$ cat config.mk
export PLATFORM = sky130hd
export DESIGN_NAME = uart_fifo_regs
export DESIGN_NICKNAME = d
export VERILOG_FILES = /design/src/rtl/uart_fifo_regs.sv
export SDC_FILE = /design/constraint.sdc
export NUM_CORES = 1
export LEC_CHECK = 0
export ABC_AREA = 1
export BUFFER_PORTS_ARGS = -buffer_cell sky130_fd_sc_hd__buf_2
export CELL_PAD_IN_SITES_DETAIL_PLACEMENT = 0
export CELL_PAD_IN_SITES_GLOBAL_PLACEMENT = 1
export CORE_MARGIN = 3
export CORE_UTILIZATION = 40
export CTS_CLUSTER_SIZE = 12
export DETAILED_ROUTE_END_ITERATION = 8
export GPL_TIMING_DRIVEN = 1
export PLACE_DENSITY_LB_ADDON = 0.1
export SLEW_MARGIN = 10
export SYNTH_ARGS = -nofsm -noshare
export SYNTH_HDL_FRONTEND = slang
export SYNTH_SLANG_ARGS = --single-unit
$ cat constraint.sdc
create_clock -name clk -period 6.5 [get_ports clk]
set_clock_uncertainty 0.2 [all_clocks]
set_input_delay 0.975 -clock clk [delete_from_list [all_inputs] [get_ports clk]]
set_output_delay 0.975 -clock clk [all_outputs]
set_load 0.05 [all_outputs]
$ cat src/rtl/uart_fifo_regs.sv
// rtl/uart_fifo_regs.sv - Avalon-MM UART register front-end with TX/RX FIFOs, optional UART_RX_TIMEOUT_EN
module uart_fifo_regs #(
    parameter int          DATA_WIDTH   = 8,
    parameter int          FIFO_DEPTH   = 16,
    parameter logic [15:0] PRESCALE_RST = 16'd54
) (
    input  logic                  clk,
    input  logic                  rst_n,
    input  logic [4:0]            avl_mm_addr,
    input  logic                  avl_mm_read,
    output logic [31:0]           avl_mm_readdata,
    output logic [1:0]            avl_mm_response,
    input  logic                  avl_mm_write,
    input  logic [31:0]           avl_mm_writedata,
    input  logic [3:0]            avl_mm_byteenable,
    output logic                  avl_mm_waitrequest,
    output logic                  irq,
    output logic [DATA_WIDTH-1:0] data_tx,
    output logic                  data_tx_wr,
    input  logic                  data_tx_ack,
    input  logic [DATA_WIDTH-1:0] data_rx,
    input  logic                  data_rx_ready,
    output logic                  data_rx_ack,
    output logic [15:0]           prescale,
    input  logic                  tx_busy,
    input  logic                  rx_busy,
    input  logic                  rx_overrun_error,
    input  logic                  rx_frame_error
);
    localparam int AW = $clog2(FIFO_DEPTH);
    localparam int LW = AW + 1;
    localparam logic [LW-1:0] FULL_LVL = LW'(FIFO_DEPTH);

    logic [DATA_WIDTH-1:0] tx_mem [FIFO_DEPTH];
    logic [DATA_WIDTH-1:0] rx_mem [FIFO_DEPTH];

    logic [AW-1:0] tx_wp_q, tx_wp_d, tx_rp_q, tx_rp_d;
    logic [AW-1:0] rx_wp_q, rx_wp_d, rx_rp_q, rx_rp_d;
    logic [LW-1:0] tx_lvl_q, tx_lvl_d, rx_lvl_q, rx_lvl_d;
    logic [15:0]   prescale_q, prescale_d;
    logic [3:0]    irq_en_q, irq_en_d;
    logic [7:0]    thresh_q, thresh_d;
    logic          ovr_q, ovr_d, frm_q, frm_d, txovf_q, txovf_d;
    logic          rd_pend_q, rd_pend_d, pop_pend_q, pop_pend_d;
    logic [31:0]   readdata_q, readdata_d;
    logic [1:0]    resp_q, resp_d;
    logic          irq_q, irq_d;
    logic          rx_ack_q, rx_ack_d;

    logic          tx_empty, tx_full, rx_empty, rx_full;
    logic          tx_push, tx_pop, tx_push_req, tx_ovf_set, tx_flush;
    logic          rx_push, rx_pop, rx_flush;
    logic          rd_acc, wr_status, wr_ctrl;
    logic [3:0]    irq_stat;
    logic [31:0]   rd_mux;
    logic          tmo_cause;

`ifdef UART_RX_TIMEOUT_EN
    logic [15:0]   tmo_cnt_q, tmo_cnt_d;
    logic          tmo_q, tmo_d;
`endif

    logic unused_wdata;
    assign unused_wdata = ^{avl_mm_writedata[31:18], avl_mm_byteenable[3]};

    assign tx_empty    = (tx_lvl_q == '0);
    assign tx_full     = (tx_lvl_q == FULL_LVL);
    assign rx_empty    = (rx_lvl_q == '0);
    assign rx_full     = (rx_lvl_q == FULL_LVL);

    // A write wins over a read; a read stalls only in its first cycle
    assign rd_acc      = avl_mm_read & ~avl_mm_write & ~rd_pend_q;
    assign wr_status   = avl_mm_write & (avl_mm_addr == 5'd1);
    assign wr_ctrl     = avl_mm_write & (avl_mm_addr == 5'd2);

    assign tx_pop      = ~tx_empty & data_tx_ack;
    assign tx_push_req = avl_mm_write & (avl_mm_addr == 5'd0) & avl_mm_byteenable[0];
    assign tx_push     = tx_push_req & (~tx_full | tx_pop);
    assign tx_ovf_set  = tx_push_req & tx_full & ~tx_pop;
    assign tx_flush    = wr_ctrl & avl_mm_byteenable[2] & avl_mm_writedata[16];
    assign rx_push     = data_rx_ready & ~rx_full;
    assign rx_pop      = pop_pend_q & ~rx_empty;
    assign rx_flush    = wr_ctrl & avl_mm_byteenable[2] & avl_mm_writedata[17];

`ifdef UART_RX_TIMEOUT_EN
    assign tmo_cause   = tmo_q;
`else
    assign tmo_cause   = 1'b0;
`endif

    assign irq_stat = {tmo_cause,
                       ovr_q | frm_q | txovf_q,
                       tx_empty,
                       (8'(rx_lvl_q) >= thresh_q) && (thresh_q != 8'd0)};

    assign avl_mm_waitrequest = rd_acc;
    assign avl_mm_readdata    = readdata_q;
    assign avl_mm_response    = resp_q;
    assign irq                = irq_q;
    assign data_tx            = tx_mem[tx_rp_q];
    assign data_tx_wr         = ~tx_empty;
    assign data_rx_ack        = rx_ack_q;
    assign prescale           = prescale_q;

    // Read data selection for the addressed register
    always_comb begin
        rd_mux = 32'd0;
        case (avl_mm_addr)
            5'd0: rd_mux = {rx_empty, {(31-DATA_WIDTH){1'b0}},
                            rx_empty ? {DATA_WIDTH{1'b0}} : rx_mem[rx_rp_q]};
            5'd1: rd_mux = {8'(tx_lvl_q), 8'(rx_lvl_q), 5'd0, txovf_q, frm_q, ovr_q,
                            2'd0, rx_busy, tx_busy, rx_empty, rx_full, tx_empty, tx_full};
            5'd2: rd_mux = {16'd0, prescale_q};
            5'd3: rd_mux = {28'd0, irq_en_q};
            5'd4: rd_mux = {28'd0, irq_stat};
            5'd5: rd_mux = {24'd0, thresh_q};
            default: rd_mux = 32'd0;
        endcase
    end

    // Next-state for FIFO pointers, registers, sticky status and read pipeline
    always_comb begin
        tx_wp_d    = tx_wp_q;
        tx_rp_d    = tx_rp_q;
        tx_lvl_d   = tx_lvl_q;
        rx_wp_d    = rx_wp_q;
        rx_rp_d    = rx_rp_q;
        rx_lvl_d   = rx_lvl_q;
        prescale_d = prescale_q;
        irq_en_d   = irq_en_q;
        thresh_d   = thresh_q;
        ovr_d      = ovr_q;
        frm_d      = frm_q;
        txovf_d    = txovf_q;
        readdata_d = readdata_q;
        resp_d     = resp_q;
        rd_pend_d  = 1'b0;
        pop_pend_d = 1'b0;

        if (tx_flush) begin
            tx_wp_d  = '0;
            tx_rp_d  = '0;
            tx_lvl_d = '0;
        end else begin
            tx_wp_d  = tx_wp_q + AW'(tx_push);
            tx_rp_d  = tx_rp_q + AW'(tx_pop);
            tx_lvl_d = tx_lvl_q + LW'(tx_push) - LW'(tx_pop);
        end

        if (rx_flush) begin
            rx_wp_d  = '0;
            rx_rp_d  = '0;
            rx_lvl_d = '0;
        end else begin
            rx_wp_d  = rx_wp_q + AW'(rx_push);
            rx_rp_d  = rx_rp_q + AW'(rx_pop);
            rx_lvl_d = rx_lvl_q + LW'(rx_push) - LW'(rx_pop);
        end

        // Clear-by-write first so a same-cycle event re-arms the sticky bit
        if (wr_status && avl_mm_byteenable[1]) begin
            if (avl_mm_writedata[8])  ovr_d   = 1'b0;
            if (avl_mm_writedata[9])  frm_d   = 1'b0;
            if (avl_mm_writedata[10]) txovf_d = 1'b0;
        end
        if (rx_overrun_error) ovr_d   = 1'b1;
        if (rx_frame_error)   frm_d   = 1'b1;
        if (tx_ovf_set)       txovf_d = 1'b1;

        if (wr_ctrl) begin
            if (avl_mm_byteenable[0]) prescale_d[7:0]  = avl_mm_writedata[7:0];
            if (avl_mm_byteenable[1]) prescale_d[15:8] = avl_mm_writedata[15:8];
        end
        if (avl_mm_write && avl_mm_addr == 5'd3 && avl_mm_byteenable[0]) begin
`ifdef UART_RX_TIMEOUT_EN
            irq_en_d = avl_mm_writedata[3:0];
`else
            irq_en_d = {1'b0, avl_mm_writedata[2:0]};
`endif
        end
        if (avl_mm_write && avl_mm_addr == 5'd5 && avl_mm_byteenable[0]) begin
            thresh_d = avl_mm_writedata[7:0];
        end

        if (rd_acc) begin
            rd_pend_d  = 1'b1;
            pop_pend_d = (avl_mm_addr == 5'd0) && !rx_empty;
            readdata_d = rd_mux;
            resp_d     = (avl_mm_addr >= 5'd8) ? 2'b10 : 2'b00;
        end
    end

    assign irq_d    = |(irq_en_q & irq_stat);
    assign rx_ack_d = (rx_lvl_d != FULL_LVL);

    // FIFO storage; contents are don't-care until pushed
    always_ff @(posedge clk) begin
        if (tx_push) tx_mem[tx_wp_q] <= avl_mm_writedata[DATA_WIDTH-1:0];
        if (rx_push) rx_mem[rx_wp_q] <= data_rx;
    end

    // State register
    always_ff @(posedge clk or negedge rst_n) begin
        if (!rst_n) begin
            tx_wp_q    <= '0;
            tx_rp_q    <= '0;
            tx_lvl_q   <= '0;
            rx_wp_q    <= '0;
            rx_rp_q    <= '0;
            rx_lvl_q   <= '0;
            prescale_q <= PRESCALE_RST;
            irq_en_q   <= '0;
            thresh_q   <= '0;
            ovr_q      <= 1'b0;
            frm_q      <= 1'b0;
            txovf_q    <= 1'b0;
            readdata_q <= '0;
            resp_q     <= 2'b00;
            rd_pend_q  <= 1'b0;
            pop_pend_q <= 1'b0;
            irq_q      <= 1'b0;
            rx_ack_q   <= 1'b0;
        end else begin
            tx_wp_q    <= tx_wp_d;
            tx_rp_q    <= tx_rp_d;
            tx_lvl_q   <= tx_lvl_d;
            rx_wp_q    <= rx_wp_d;
            rx_rp_q    <= rx_rp_d;
            rx_lvl_q   <= rx_lvl_d;
            prescale_q <= prescale_d;
            irq_en_q   <= irq_en_d;
            thresh_q   <= thresh_d;
            ovr_q      <= ovr_d;
            frm_q      <= frm_d;
            txovf_q    <= txovf_d;
            readdata_q <= readdata_d;
            resp_q     <= resp_d;
            rd_pend_q  <= rd_pend_d;
            pop_pend_q <= pop_pend_d;
            irq_q      <= irq_d;
            rx_ack_q   <= rx_ack_d;
        end
    end

`ifdef UART_RX_TIMEOUT_EN
    // Idle counter: restarts on RX push or DATA read, saturates while data waits
    always_comb begin
        tmo_cnt_d = tmo_cnt_q;
        tmo_d     = tmo_q;
        if (rx_push || (rd_acc && avl_mm_addr == 5'd0)) begin
            tmo_cnt_d = 16'd0;
            tmo_d     = 1'b0;
        end else if (!rx_empty) begin
            if (tmo_cnt_q != 16'hFFFF) tmo_cnt_d = tmo_cnt_q + 16'd1;
            if ({4'd0, tmo_cnt_q} >= {prescale_q, 4'd0}) tmo_d = 1'b1;
        end
    end

    // Timeout state register
    always_ff @(posedge clk or negedge rst_n) begin
        if (!rst_n) begin
            tmo_cnt_q <= '0;
            tmo_q     <= 1'b0;
        end else begin
            tmo_cnt_q <= tmo_cnt_d;
            tmo_q     <= tmo_d;
        end
    end
`endif

endmodule

==> results.yml, run 1 <==
run:
  cap_violations: 0
final_layout:
  drive_gt1_share_pct: 15.4
  area_growth_syn_to_layout_pct: 14.0
  multi_input_area_um2: 4250
  num_antenna_cells: 0
  final_common_cell: "nand2_1"
  fin_nets: 1597
  final-seq-area_um2: 9900
  final_cell_mix: "335 x nand2_1, 256 x edfxtp_1, 186 x inv_1, 131 x nand3_1, 98 x buf_2"
  fillers: 3505
  layout.cells.non_filler: 2046
  final_util_pct: 47.0
run_status:
  status: "finished clean"
sta:
  rsz0062_at_grt: "no"
  min_period_ns: 4.03
  report.final.hold_viol_count: 0
  slew_headroom_pct: 20.9
  finalSetupViolations: 0
  fin_tns_setup_ns: 0
  slew_viol_final: 0
  min_period_over_period_pct: 62.1
  tightestPinTransition_ns: 1.19
  clock.fmax_mhz: 248
floorplan:
  dieArea_um2: 40600
  die-height_um: 202
  coreArea_um2: 37100
  boundaryPins: 121
  rows: 70
  start_util_pct: 41.2
  dieWidth_um: 202
worst_setup_path:
  worst-path-buf-inv: 1
  cp.required_ns: 5.32
  critPathKind: "reg -> out"
  cp-end-kind: "output port"
  cp_cell_sequence: "a21oi_1 > o21ai_0 > o21ai_0 > o211ai_1 > nand2_1 > buf_2"
  cp.arrival_ns: 2.86
  cp_slowest_cell: "dfrtp_4"
  critPathLaunchType: "register"
  cp_max_fo: 97
  crit_top_cell: "o21ai_0"
  critPathMaxStageDelay_ns: 1.17
  crit_family: "flip-flops"
yosys:
  ys_seq_area_share_pct: 64.7
  synth_async_sr_flop_share_pct: 25.6
  synth_ff_type: "edfxtp_1"
  synth_seq_cells: 344
  syn_area_per_cell_um2: 10.8
  synth_area_leaders: "edfxtp_1 50%, dfrtp_1 14%, nand2_1 8.2%"
  ys_types: 40
  ys_warn_count: 0
  netlist_instances: 1422
  synth_top_cell_by_area: "edfxtp_1"
  synthDominantCellAreaShare_pct: 50.3
  synth_edf_count: 256
  syn_area_um2: 15300
placement:
  port_buffers: 99
  place_congestion: 0.777
  dpl.hpwl_um: 23900
  dp.cells: 1973
clocking:
  clk_pin_slew_ns: 0.06
  clk_path_buf_depth: 3
  clock-root-buffer: "clkbuf_16"
  cts.hold.buffers_added: 0
  cts_max_level: 2
  post_cts_buffers: 0
  clkLatencyLatePin_ns: 0.54
  cts_resized: 0
  tritoncts: "yes"
  cts_buffers: 40
  cts_num_sinks: 344
power_and_ir_drop:
  max-vdd-ir-drop_v: 0.000261
  p_sw_mw: 2.38
  swShare_pct: 35.1
  power_mw: 6.77
  clkPwrFrac_pct: 32.2
  p_int_mw: 4.40
  p_leak_nw: 7.49
  p_per_area_nw_per_um2: 388
  p_comb_share_pct: 26.6
  seqPwrFrac_pct: 41.2
route:
  drtIter0Drc: 582
  viasPerCell: 4.85
  routed_wirelength_um: 37300
  m1WireLength_um: 17600
  drc: 0
  first_pass_iters: 5
  vias: 9931
  postRouteAntennaNets: 0
  top_layer: "met4"
  wl_per_cell_um: 18.2
  met3_length_um: 2150
  wl_met2_um: 16800
grt:
  grt_pass1_wl_um: 57100
  grt_pass1_vias: 9551
  antenna_found_initial: 1
  grt-ovfl-total: 0
  grt_use_total_pct: 18.2
  grt_max_degree: 98
hold_path:
  hp-class: "in -> async"
synth_stat cells, types with 3 or more instances:
cell type / instances
buf_4: 14
mux2i_1: 32
ha_1: 25
inv_2: 28
buf_2: 28
a21oi_1: 41
o31ai_2: 11
nand2_1: 335
nand4_1: 9
nor2_1: 52
buf_1: 3
buf_6: 3
nor2_2: 3
inv_1: 186
nor2_4: 7
clkbuf_1: 17
o22ai_1: 3
o21ai_1: 28
dfstp_2: 4
o211ai_1: 35
dfrtp_1: 84
xor2_1: 7
nand2_2: 8
o21ai_0: 50
nand3_1: 131
edfxtp_1: 256
per-layer routing:
metal | track usage, % | vias up
met5 | 0 | -
met4 | 4.46 | 0
met3 | 3.66 | 53
met2 | 28.4 | 214
met1 | 26.4 | 4748
li1 | - | 4916
registers in the layout, indices dropped and copies added (netlist names), 3 cells and up:
register	flops
tx_wp_q	4
rx_mem	128
tx_mem	128
rx_wp_q	4
thresh_q	8
rx_rp_q	4
irq_en_q	3
prescale	16
avl_mm_readdata	27
tx_lvl_q	5
tx_rp_q	4
rx_lvl_q	5
power groups by stage:
stage          clock network, mW  logic (mW)  registers [mW]
6_report                    2.18        1.80            2.79
5_1_grt                     2.32        2.02            2.83
4_1_cts                     2.24        1.83            2.80
3_5_place_dp                   0        1.83            2.84
3_3_place_gp                   0        1.80            2.84
2_1_floorplan                  0        1.37            2.76
cell families (layout without fill, tap and decap cells):
| logic type | after synthesis | after routing | share of synthesized area (%) |
|---|---|---|---|
| AO/OA/AOI/OAI | 173 | 173 | 6.91 |
| XOR/XNOR | 9 | 9 | 0.515 |
| adder cells (fa/ha/maj) | 27 | 27 | 2.31 |
| buffers and inverters | 281 | 396 | 7.62 |
| flip-flops | 344 | 344 | 64.7 |
| multiplexers | 32 | 32 | 2.09 |
| other | 1 | 6 | 0.0245 |
| AND/OR/NAND/NOR | 555 | 555 | 15.8 |
final timing paths:
path                       cells after the start               start  slack, ns            endpoint
min in group clk                               2  avl_mm_response[1]       0.27  avl_mm_response[1]
max in group asynchronous                      2               rst_n       4.79          tx_rp_q[0]
setup / recovery                               6          tx_rp_q[0]       2.47          data_tx[2]
hold reg to reg                                2  avl_mm_response[1]       0.27  avl_mm_response[1]
hold / removal                                 1               rst_n       0.23        prescale[10]
setup reg to reg                              19         rx_lvl_q[2]       3.27         data_rx_ack
per-stage QoR:
step / hold WS, ns / cell area (um^2) / setup WS [ns]
global route: 0.256 / 17400 / 2.25
detailed placement: 0.257 / 16200 / 2.79
global placement: 0.255 / 16200 / 2.85
CTS: 0.226 / 17400 / 2.38
finish: 0.232 / 17400 / 2.47
floorplan: 0.253 / 15300 / 3.09
layout make-up:
| type | count | area share, % |
|---|---|---|
| Clock buffer | 55 | 6.66 |
| Timing Repair Buffer | 107 | 3.20 |
| Inverter | 216 | 4.65 |
| Tap cell | 504 | 3.62 |
| Sequential cell | 344 | 56.8 |
| Clock inverter | 18 | 0.732 |
| Multi-Input combinational cell | 802 | 24.4 |
worst reg2reg max path, delay by kind of cell, from the launching register on:
kind | cells | cell delay [ns]
simple gates | 7 | 0.76
fa+ha+maj | 4 | 0.97
xor+xnor | 1 | 0.14
flops | 1 | 0.42
buf+inv | 7 | 0.60
Note: power is estimated with default switching activity, not from simulation.
==> inputs of run 2 (changes only) <==
==> constraint.sdc (replaced) <==
create_clock -name clk -period 3.37 [get_ports clk]
set_clock_uncertainty 0.2 [all_clocks]
set_input_delay 0.5055 -clock clk [delete_from_list [all_inputs] [get_ports clk]]
set_output_delay 0.5055 -clock clk [all_outputs]
set_load 0.05 [all_outputs]
==> results.yml, run 2 (synthesis gave the netlist of run 1 again) <==
sta:
  finalSetupViolations: 0
  report.final.hold_viol_count: 0
  min_period_over_period_pct: 93.5
  clock.fmax_mhz: 317
  fin_tns_setup_ns: 0
  min_period_ns: 3.15
  slew_viol_final: 0
  slew_headroom_pct: 43.7
  tightestPinTransition_ns: 0.845
  rsz0062_at_grt: "no"
worst_setup_path:
  cp_max_fo: 36
  worst_r2r_path_depth: 19
  cp.arrival_ns: 2.45
  cp.required_ns: 2.66
  regToRegSetupSlack_ns: 0.34
  critPathLaunchType: "register"
  critPathKind: "reg -> out"
  reg2reg_from: "rx_lvl_q[3]"
  cp-startpoint: "tx_rp_q[0]"
  timing.rr.end: "data_rx_ack"
  cp-end-kind: "output port"
grt:
  grt_pass1_wl_um: 58200
  antenna_found_initial: 0
  grt_use_total_pct: 18.3
  grt-ovfl-total: 0
  grt_max_degree: 66
  grt_pass1_vias: 9699
floorplan:
  boundaryPins: 121
  die-height_um: 202
  dieWidth_um: 202
  dieArea_um2: 40600
  coreArea_um2: 37100
  rows: 70
  start_util_pct: 41.2
power_and_ir_drop:
  swShare_pct: 34.7
  p_sw_mw: 4.51
  seqPwrFrac_pct: 40.3
  max-vdd-ir-drop_v: 0.000409
  p_comb_share_pct: 28.3
  p_int_mw: 8.48
  p_leak_nw: 7.63
  p_per_area_nw_per_um2: 734
  clkPwrFrac_pct: 31.4
final_layout:
  num_antenna_cells: 0
  drive_gt1_share_pct: 16.4
  fin_nets: 1632
  area_growth_syn_to_layout_pct: 15.8
  layout.cells.non_filler: 2081
  final_common_cell: "nand2_1"
  final_cell_mix: "334 x nand2_1, 256 x edfxtp_1, 184 x inv_1, 131 x nand3_1, 98 x buf_2"
route:
  vias: 10004
  drtIter0Drc: 531
  wl_per_cell_um: 17.8
  routed_wirelength_um: 37100
  first_pass_iters: 6
  drc: 0
  postRouteAntennaNets: 0
  viasPerCell: 4.81
run:
  cap_violations: 0
placement:
  place_congestion: 0.785
  dpl.hpwl_um: 24500
  dp.cells: 1998
  port_buffers: 99
run_status:
  status: "finished clean"
clocking:
  clk_pin_slew_ns: 0.06
  cts_num_sinks: 344
  tritoncts: "yes"
  cts_buffers: 39
  clk_path_buf_depth: 3
  clock-root-buffer: "clkbuf_16"
  clkLatencyLatePin_ns: 0.53
  cts_max_level: 2
hold_path:
  hp-class: "in -> reg"
  holdPathEnd: "avl_mm_response[1]"
  hold_depth: 3
  hp-start: "avl_mm_addr[3]"
-- run 2: worst max-delay path: stages, from the launching register on --
cell	delay (ns)
dfrtp_4	0.65
buf_12	0.26
a21oi_1	0.15
o21ai_0	0.15
o211ai_1	0.13
nand3_1	0.14
nand2_1	0.13
buf_2	0.27
-- run 2: area by class of cell --
| type | count | area [um^2] |
|---|---|---|
| well taps | 504 | 631 |
| fillers | 3490 | 19400 |
| flip-flops and latches | 344 | 9900 |
| repair buffers | 143 | 881 |
| inverters | 216 | 811 |
| multi-input cells | 802 | 4260 |
| clock inverters | 17 | 164 |
| clock buffers | 55 | 1060 |
-- run 2: stage by stage --
| stage | hold slack (ns) | power [mW] | utilization (%) | setup WS, ns | cell area [um^2] |
|---|---|---|---|---|---|
| CTS | 0.0670 | 13.2 | 47.7 | 0.179 | 17700 |
| global placement | 0.258 | 9.02 | 44.1 | 0.252 | 16400 |
| floorplan | 0.00991 | 7.97 | - | 0.0179 | 15300 |
| detailed placement | 0.260 | 9.04 | 44.1 | 0.202 | 16400 |
| finish | 0.0884 | 13.0 | 47.7 | 0.219 | 17700 |
| global route | 0.0806 | 13.8 | 47.7 | 0.0256 | 17700 |
-- run 2: how the worst max path moves through the flow --
| stage | endpoint | slack (ns) | cells after the start |
|---|---|---|---|
| final | data_tx[1] | 0.22 | 7 |
| after global routing | data_rx_ack | 0.03 | 19 |
| after CTS | data_tx[1] | 0.18 | 7 |
| after detailed placement | tx_lvl_q[4] | 0.20 | 17 |
| after global placement | tx_lvl_q[4] | 0.25 | 17 |
| after floorplan | tx_lvl_q[4] | 0.02 | 16 |
-- run 2: metal layers --
layer,routed length (um),track usage [%],vias up
li1,-,-,4991
met5,0,0,-
met2,16100,27.4,212
met4,559,3.81,0
met1,18500,27.9,4764
met3,1860,3.30,37
-- run 2: what timing repair did --
| action | in CTS | in global routing |
|---|---|---|
| endpoints found under the hold margin | 67 | 0 |
| endpoints found under the setup margin | 0 | 1 |
| gates resized for setup | 0 | 1 |
| hold buffers | 11 | 0 |
| setup buffers | 0 | 0 |
-- run 2: power by group through the flow --
stage	Combinational [mW]	Sequential, mW	Clock, mW
after global routing	4.11	5.29	4.36
after detailed placement	3.72	5.32	0
after CTS	3.74	5.24	4.18
final	3.67	5.24	4.08
after global placement	3.70	5.32	0
after floorplan	2.64	5.32	0
